<file path="config.mk">
export PLATFORM = sky130hd
export DESIGN_NAME = autoencoder_sequencer
export DESIGN_NICKNAME = d
export VERILOG_FILES = /design/src/rtl/autoencoder_sequencer.sv
export SDC_FILE = /design/constraint.sdc
export NUM_CORES = 1
export LEC_CHECK = 0
export ABC_AREA = 1
export CAP_MARGIN = 20
export CORE_MARGIN = 4
export CORE_UTILIZATION = 49
export DETAILED_ROUTE_END_ITERATION = 6
export PLACE_DENSITY = 0.85
export SYNTH_ARGS = -nofsm -noshare
export SYNTH_HDL_FRONTEND = slang
export SYNTH_SLANG_ARGS = --single-unit
</file>
<file path="constraint.sdc">
create_clock -name clock_i -period 3.04 [get_ports clock_i]
set_clock_uncertainty 0.2 [all_clocks]
set_input_delay 0.608 -clock clock_i [delete_from_list [all_inputs] [get_ports clock_i]]
set_output_delay 0.608 -clock clock_i [all_outputs]
set_load 0.005 [all_outputs]
</file>
<file path="src/rtl/autoencoder_sequencer.sv">
// Program sequencer for the autoencoder datapath: fetch, issue with dp_busy stall, HALT/LOOP, start/done.
// Optional single-step gating of normal issues is enabled by defining SEQ_SINGLE_STEP_EN.
module autoencoder_sequencer #(
  parameter int          ADDR_W  = 5,
  parameter int          INSTR_W = 16,
  parameter int          EPOCH_W = 8,
  parameter logic [3:0]  HALT_OP = 4'hF,
  parameter logic [3:0]  LOOP_OP = 4'hE
) (
  input  logic               clock_i,
  input  logic               reset_i,
  input  logic               start_i,
  input  logic [EPOCH_W-1:0] epochs_i,
  output logic [ADDR_W-1:0]  instr_addr_o,
  input  logic [INSTR_W-1:0] instr_data_i,
  output logic               issue_valid_o,
  output logic [INSTR_W-1:0] issue_instr_o,
  input  logic               dp_busy_i,
`ifdef SEQ_SINGLE_STEP_EN
  input  logic               step_i,
`endif
  output logic               busy_o,
  output logic               done_o,
  output logic [EPOCH_W-1:0] epoch_left_o,
  output logic               err_overrun_o
);

  typedef enum logic [1:0] {
    S_IDLE  = 2'd0,
    S_FETCH = 2'd1,
    S_EXEC  = 2'd2,
    S_DONE  = 2'd3
  } state_t;

  localparam logic [ADDR_W-1:0]  PC_ZERO    = {ADDR_W{1'b0}};
  localparam logic [ADDR_W-1:0]  PC_ONE     = {{(ADDR_W-1){1'b0}}, 1'b1};
  localparam logic [ADDR_W-1:0]  PC_LAST    = {ADDR_W{1'b1}};
  localparam logic [EPOCH_W-1:0] EPOCH_ZERO = {EPOCH_W{1'b0}};
  localparam logic [EPOCH_W-1:0] EPOCH_ONE  = {{(EPOCH_W-1){1'b0}}, 1'b1};

  state_t               state_q, state_d;
  logic [ADDR_W-1:0]    pc_q, pc_d;
  logic [EPOCH_W-1:0]   epoch_q, epoch_d;
  logic                 err_q, err_d;
  logic                 issue_valid_q, issue_valid_d;
  logic [INSTR_W-1:0]   issue_instr_q, issue_instr_d;
  logic                 busy_q, done_q;
  logic [3:0]           opcode_s;
  logic                 issue_ok_s;

  assign opcode_s = instr_data_i[INSTR_W-1 -: 4];

`ifdef SEQ_SINGLE_STEP_EN
  assign issue_ok_s = (~dp_busy_i) & step_i;
`else
  assign issue_ok_s = ~dp_busy_i;
`endif

  // Next-state and datapath update logic for the sequencer FSM
  always_comb begin
    state_d       = state_q;
    pc_d          = pc_q;
    epoch_d       = epoch_q;
    err_d         = err_q;
    issue_valid_d = 1'b0;
    issue_instr_d = issue_instr_q;
    case (state_q)
      S_IDLE: begin
        if (start_i) begin
          pc_d    = PC_ZERO;
          epoch_d = epochs_i;
          err_d   = 1'b0;
          if (epochs_i == EPOCH_ZERO) begin
            state_d = S_DONE;
          end else begin
            state_d = S_FETCH;
          end
        end else begin
          state_d = S_IDLE;
        end
      end
      S_FETCH: begin
        state_d = S_EXEC;
      end
      S_EXEC: begin
        if (opcode_s == HALT_OP) begin
          state_d = S_DONE;
        end else if (opcode_s == LOOP_OP) begin
          if (epoch_q > EPOCH_ONE) begin
            epoch_d = epoch_q - EPOCH_ONE;
            pc_d    = instr_data_i[ADDR_W-1:0];
            state_d = S_FETCH;
          end else begin
            epoch_d = EPOCH_ZERO;
            // Fall-through past the last word is an overrun, never a wrap
            if (pc_q == PC_LAST) begin
              err_d   = 1'b1;
              state_d = S_DONE;
            end else begin
              pc_d    = pc_q + PC_ONE;
              state_d = S_FETCH;
            end
          end
        end else if (issue_ok_s) begin
          issue_valid_d = 1'b1;
          issue_instr_d = instr_data_i;
          if (pc_q == PC_LAST) begin
            err_d   = 1'b1;
            state_d = S_DONE;
          end else begin
            pc_d    = pc_q + PC_ONE;
            state_d = S_FETCH;
          end
        end else begin
          state_d = S_EXEC;
        end
      end
      S_DONE: begin
        state_d = S_IDLE;
      end
      default: begin
        state_d = S_IDLE;
      end
    endcase
  end

  // State and registered outputs; busy/done are derived from the next state
  always_ff @(posedge clock_i) begin
    if (reset_i) begin
      state_q       <= S_IDLE;
      pc_q          <= PC_ZERO;
      epoch_q       <= EPOCH_ZERO;
      err_q         <= 1'b0;
      issue_valid_q <= 1'b0;
      issue_instr_q <= {INSTR_W{1'b0}};
      busy_q        <= 1'b0;
      done_q        <= 1'b0;
    end else begin
      state_q       <= state_d;
      pc_q          <= pc_d;
      epoch_q       <= epoch_d;
      err_q         <= err_d;
      issue_valid_q <= issue_valid_d;
      issue_instr_q <= issue_instr_d;
      busy_q        <= (state_d != S_IDLE);
      done_q        <= (state_d == S_DONE);
    end
  end

  assign instr_addr_o  = pc_q;
  assign issue_valid_o = issue_valid_q;
  assign issue_instr_o = issue_instr_q;
  assign busy_o        = busy_q;
  assign done_o        = done_q;
  assign epoch_left_o  = epoch_q;
  assign err_overrun_o = err_q;

endmodule
</file>
---- Word level (Yosys, flattened, before mapping) ----
Index checks and enable logic that the tools add are counted.
storage, ports and cells
  logic and storage cells ................. 64
  bits of input ports ..................... 28
  register bits after elaboration ......... 35
operators by class
  equality and inequality tests ........... 12
  $add $sub $neg .......................... 2
  reduce and logical (&&, ||, !) cells .... 9
  bitwise operators ....................... 4
  $lt $le $gt $ge ......................... 1
  multiplexer cells ....................... 28
operators with widths
  kind                                                  count
  two-way mux 8 bit                                     4
  two-way mux 5 bit                                     6
  case mux 8 bit (2 select lines)                       1
  two-way mux 2 bit                                     7
  AND reduction 4 bit                                   3
  case mux 5 bit (2 select lines)                       1
  equality test 4 bit (second input constant)           2
  > comparator 8 x 1 -> 1 bit (second input constant)   1
  zero test 8 bit                                       1
  case mux 2 bit (4 select lines)                       1
  subtractor 8 x 1 -> 8 bit (second input constant)     1
  two-way mux 1 bit                                     7
  equality test 2 bit (second input constant)           3
  inequality test 2 bit (second input constant)         3
  inequality test 3 bit (second input constant)         2
  adder 5 x 1 -> 5 bit (second input constant)          1
  equality test 5 bit (second input constant)           1
  AND reduction 5 bit                                   1
  NOT 1 bit                                             4
  nonzero test 2 bit                                    2
  OR reduction 4 bit                                    1
  equality test 2 x 1 -> 1 bit (second input constant)  1
  zero test 2 bit                                       1
  case mux 1 bit (2 select lines)                       1

---- Longest topological paths before layout ----
  depth after elaboration ................. 7
  mapped depth ............................ 11
  mapped depth without buffers ............ 11

---- Worst setup path after synthesis ----
OpenSTA, ideal clock, no wires.
  path type ............................... input-to-reg
  start point ............................. input instr_data_i[12]
  end point ............................... register epoch_q[5], in the netlist epoch_left_o[5]
  arrival time ............................ 1.391 ns
  library setup time ...................... 0.109 ns
  data required time ...................... 2.731 ns
  slack ................................... 1.340 ns
  cell stages on the path ................. 8
  cell sequence ........................... inv_1 nand4_1 inv_2 nor2_1 a21oi_2 nand3_1 nand2_1 inv_1
on the way
  word-level cells in the longest chain between the ends .. 3
  elaborated cells between the ends (all ways) .. 5
  those cells by class .................... eq/ne: 4; reduce/logical: 1
RTL lines
  element                                 line    RTL
  start: declaration                      15      input logic [INSTR_W-1:0] instr_data_i,
  equality test 4 bit (on tied branches)  88, 86
  inequality test 2 bit (no line)         n/a
  AND reduction 4 bit (no line) (*)       n/a
  end signal: assignment                  141     epoch_q <= epoch_d;
  end: declaration                        43      logic [EPOCH_W-1:0] epoch_q, epoch_d;
Mark *: on every way between the ends. The rest lies on a longest branch, timed or not.
A chain may end at the register's enable or synchronous reset.

---- Worst setup path after layout ----
  start point ............................. input instr_data_i[14]
  end point ............................... register epoch_q[4], in the netlist epoch_left_o[4]
The elaborated chain is that of the path after synthesis.

==> implementation parameters <==
Parameter                              Value

Pwr
  Relative contribution of sequential cells to total power ... 0.454
  Net switching power ... 0.000342 W
  Clock group share of total power ... 0.294
  VDD IR-drop max ... between 300 and 400 uV
  PwrDens ... between 400 and 500 nW/um^2
  LEAKAGE ... between 1 and 1.5 nW
  Switching power as a share of total power ... 0.304
  Logic gate share of total power ... 0.252
  Total design power ... around 0.0011 W
  Internal power ... just under 0.0008 W

Setup path
  Levels on crit path ... 7
  Largest stage delay on the critical path ... 0.52 ns
  Combined buffer and inverter count along the critical path ... 2
  Kind of cell adding the most delay to the critical path ... buffers and inverters
  Element type at the critical path start ... input port
  Master of the slowest instance on the critical path ... sky130_fd_sc_hd__clkdlybuf4s50_1
  Cell count of the worst reg-to-reg path ... 10
  Crit path DAT ... 2.14 ns
  First element of the critical path ... instr_data_i[14]
  Critical path destination ... epoch_left_o[4]
  Required @ worst endpoint ... 3.07 ns
  Most prevalent standard cell on the critical path ... sky130_fd_sc_hd__nor2_1
  Launch point of the worst reg-to-reg path ... epoch_left_o[0]
  Critical path capture point type ... flop
  Worst flop-to-flop path endpoint ... busy_o
  Category of the most critical setup path ... input port to flop
  Biggest fanout along the worst timing path ... 8
  Worst reg2reg setup slack ... between 1 and 1.5 ns
  Cells along the critical path ... clkdlybuf4s50_1, nand4_1, inv_2, nor2_1, a21oi_2, o21ai_0, nor2_1

Job
  Max-Cap Viols ... 0

STA
  Max-slew violation count ... 0
  Worst hold margin ... roughly 0.29 ns
  F_max ... approximately 470 MHz
  Setup TNS ... 0 ns
  Final cycle utilization of the critical path ... 0.694
  Finish-stage setup viols ... 0
  RSZ-0062 raised after global routing ... false
  Final critical-path required period ... around 2.1 ns
  Count of endpoints failing hold in the final timing report ... 0
  Worst-margin pin slew ... roughly 0.64 ns
  Rel. slew slack ... 0.572

Synth
  Async set-reset flop share out of synthesis ... 0
  Number of flops mapped to enable cells by yosys ... 0
  Number of different library cells in the post-synthesis netlist ... 25
  Mean Syn Cell Area ... about 6.7 um^2
  Cells taking the most area after synthesis ... sky130_fd_sc_hd__dfxtp_1 39%, sky130_fd_sc_hd__nor2_1 13%, sky130_fd_sc_hd__nand2_1 9.4%, sky130_fd_sc_hd__o21ai_0 7.3%, sky130_fd_sc_hd__inv_1 6.1%
  Instance count of the mapped netlist ... ~270
  Yosys synthesis warning count ... 0
  Proportion of synthesized chip area in sequential cells ... 0.391
  Synthesis-stage register bit count ... 35
  Mapped Nets ... 300
  Prevailing post-synth register cell ... sky130_fd_sc_hd__dfxtp_1
  Dominant cell type by area after synthesis ... sky130_fd_sc_hd__dfxtp_1
  Area share of the leading cell type in the synthesized netlist ... 0.391
  Netlist Area Pre-Place ... around 1800 um^2

Detailed routing
  Iter 0 DRT Violations ... 180
  Mean number of vias per cell ... around 4.9
  Total Routed Length ... around 4800 um
  Number of routed nets with antenna violations ... 0
  Number of detailed-route iterations in the first pass ... 4
  Drt wl/cell ... 12.6 um
  DRC ... 0
  Via count of the routed design ... between 1,500 and 2,000

Final layout
  Net count, final ... between 300 and 400
  Area overhead of the layout relative to synthesis ... 39.9%
  Total inserted antenna cells ... 0
  Proportion of layout cells with a drive suffix above 1 ... 0.0753
  End-of-flow core utilization ... 0.729

Global route
  Global route total overflow ... 0
  Total Routing Usage GR ... 0.223
  Initial antenna violation count ... 0
  Number of global-route vias before repair ... around 1,800
  Wire length of the first global-routing pass ... 7820 um
  Maximum number of pins on one net before global-route repair ... 25

CTS
  Max H-tree Level ... 2
  Maximum number of buffers from clock root to sink ... 2
  Later-pin clock latency in the skew report ... approximately 0.29 ns
  Count of instances resized after the clock tree is built ... 0
  Clock Root Buffer ... sky130_fd_sc_hd__clkbuf_8
  Setup Fix Bufs, Post-CTS ... 0
  Sinks on Clock Net ... 35
  Clock-pin slew on the worst setup and hold paths ... 0.07 ns
  Hold buffer count at cts ... 0
  TritonCTS clock tree ... built
  Cts bufs inserted ... 5

Floorplan
  Die H ... between 60 and 70 um
  Die X ... ~68 um
  Die Outline Area ... 4690 um^2
  Placement row count ... 21
  Area of the core region ... ~3400 um^2
  Initial standard-cell utilization of the core ... 0.521
  Number of top-level design ports ... a little over 60

Placement
  Post-detailed-placement half-perimeter wirelength ... between 3000 and 4000 um
  Input/output buffers ... 60
  Final weighted congestion of routability-driven global placement ... 0.859

Run status
  Outcome ... finished clean

Hold path
  Hold crit path type ... flop to flop
  Worst Min Path Start ... err_overrun_o
[cell families after synthesis]
| family | synth area share |
|---|---|
| AO/OA/AOI/OAI | 0.145 |
| AND/OR/NAND/NOR | 0.336 |
| flip-flops | 0.391 |
| adder cells (fa/ha/maj) | 0.0209 |
| XOR/XNOR | 0.0147 |
| buffers and inverters | 0.0928 |
[cell type report]
type                            instances  area, um^2
Multi-Input combinational cell        192         926
Sequential cell                        35         701
Clock inverter                          1        5.00
Timing Repair Buffer                   61         608
Inverter                               36         135
Clock buffer                            7        76.3
Tap cell                               46        57.6
Fill cell                             298         933
[worst register-to-register path: cells and delay by family, from the launching register on]
kind,cells,cell delay [ns]
buf+inv,1,0.08
flops,1,0.41
simple gates,7,0.71
fa+ha+maj,1,0.26
compound gates,1,0.09
[cell usage after synthesis, types with 2 or more instances]
cell type	instances
sky130_fd_sc_hd__a21oi_1	12
sky130_fd_sc_hd__buf_4	2
sky130_fd_sc_hd__clkbuf_1	2
sky130_fd_sc_hd__dfxtp_1	35
sky130_fd_sc_hd__ha_1	3
sky130_fd_sc_hd__inv_1	29
sky130_fd_sc_hd__inv_2	7
sky130_fd_sc_hd__nand2_1	45
sky130_fd_sc_hd__nand2_2	4
sky130_fd_sc_hd__nand3_1	21
sky130_fd_sc_hd__nand4_1	4
sky130_fd_sc_hd__nor2_1	61
sky130_fd_sc_hd__o21ai_0	26
sky130_fd_sc_hd__o21ai_2	2
sky130_fd_sc_hd__o22ai_1	5
sky130_fd_sc_hd__xor2_1	2
[power groups by stage]
stage               clock, W  combinational (W)  sequential [W]
finish              0.000330           0.000283        0.000511
global placement           0           0.000276        0.000520
CTS                 0.000334           0.000283        0.000510
global route        0.000360           0.000318        0.000514
floorplan                  0           0.000158        0.000519
detailed placement         0           0.000280        0.000520
[per-layer routing]
layer,vias to the layer above,share of wire,global-route usage
met4,0,0.016,0.0893
li1,981,-,-
met5,-,0,0
met2,69,0.45,0.344
met3,7,0.082,0.0778
met1,814,0.45,0.283
[worst min-delay path by stage]
stage / end / slack [ns] / depth (start not counted)
after detailed placement: issue_instr_o[14] / 0.28 / 2
after global placement: issue_instr_o[14] / 0.25 / 2
after floorplan: issue_instr_o[14] / 0.26 / 2
after global routing: err_overrun_o / 0.33 / 2
final: err_overrun_o / 0.29 / 2
after CTS: issue_instr_o[14] / 0.29 / 2
[stage by stage]
step	cell area, um^2	setup slack (ns)	std cells
2_1_floorplan	1790	1.34	269
3_3_place_gp	2430	0.693	370
3_5_place_dp	2430	0.654	370
4_1_cts	2510	0.948	378
5_1_grt	2510	0.796	378
6_report	2510	0.931	378
[cells in the final DEF (no fill, tap or decap), drive strengths merged, types with 3 or more instances in the layout]
master and n:
o21ai 28, nor2 63, ha 3, clkbuf 7, clkdlybuf4s50 60, nand4 4
nand3 22, o22ai 5, a21oi 13, inv 36, dfxtp 35, nand2 49
[registers in the layout (all words and copies together), names as in the netlist]
signal	cells
issue_instr_o	16
epoch_left_o	8
instr_addr_o	5
state_q	2
busy_o	1
done_o	1
err_overrun_o	1
issue_valid_o	1
Note: power is estimated with default switching activity, not from simulation.
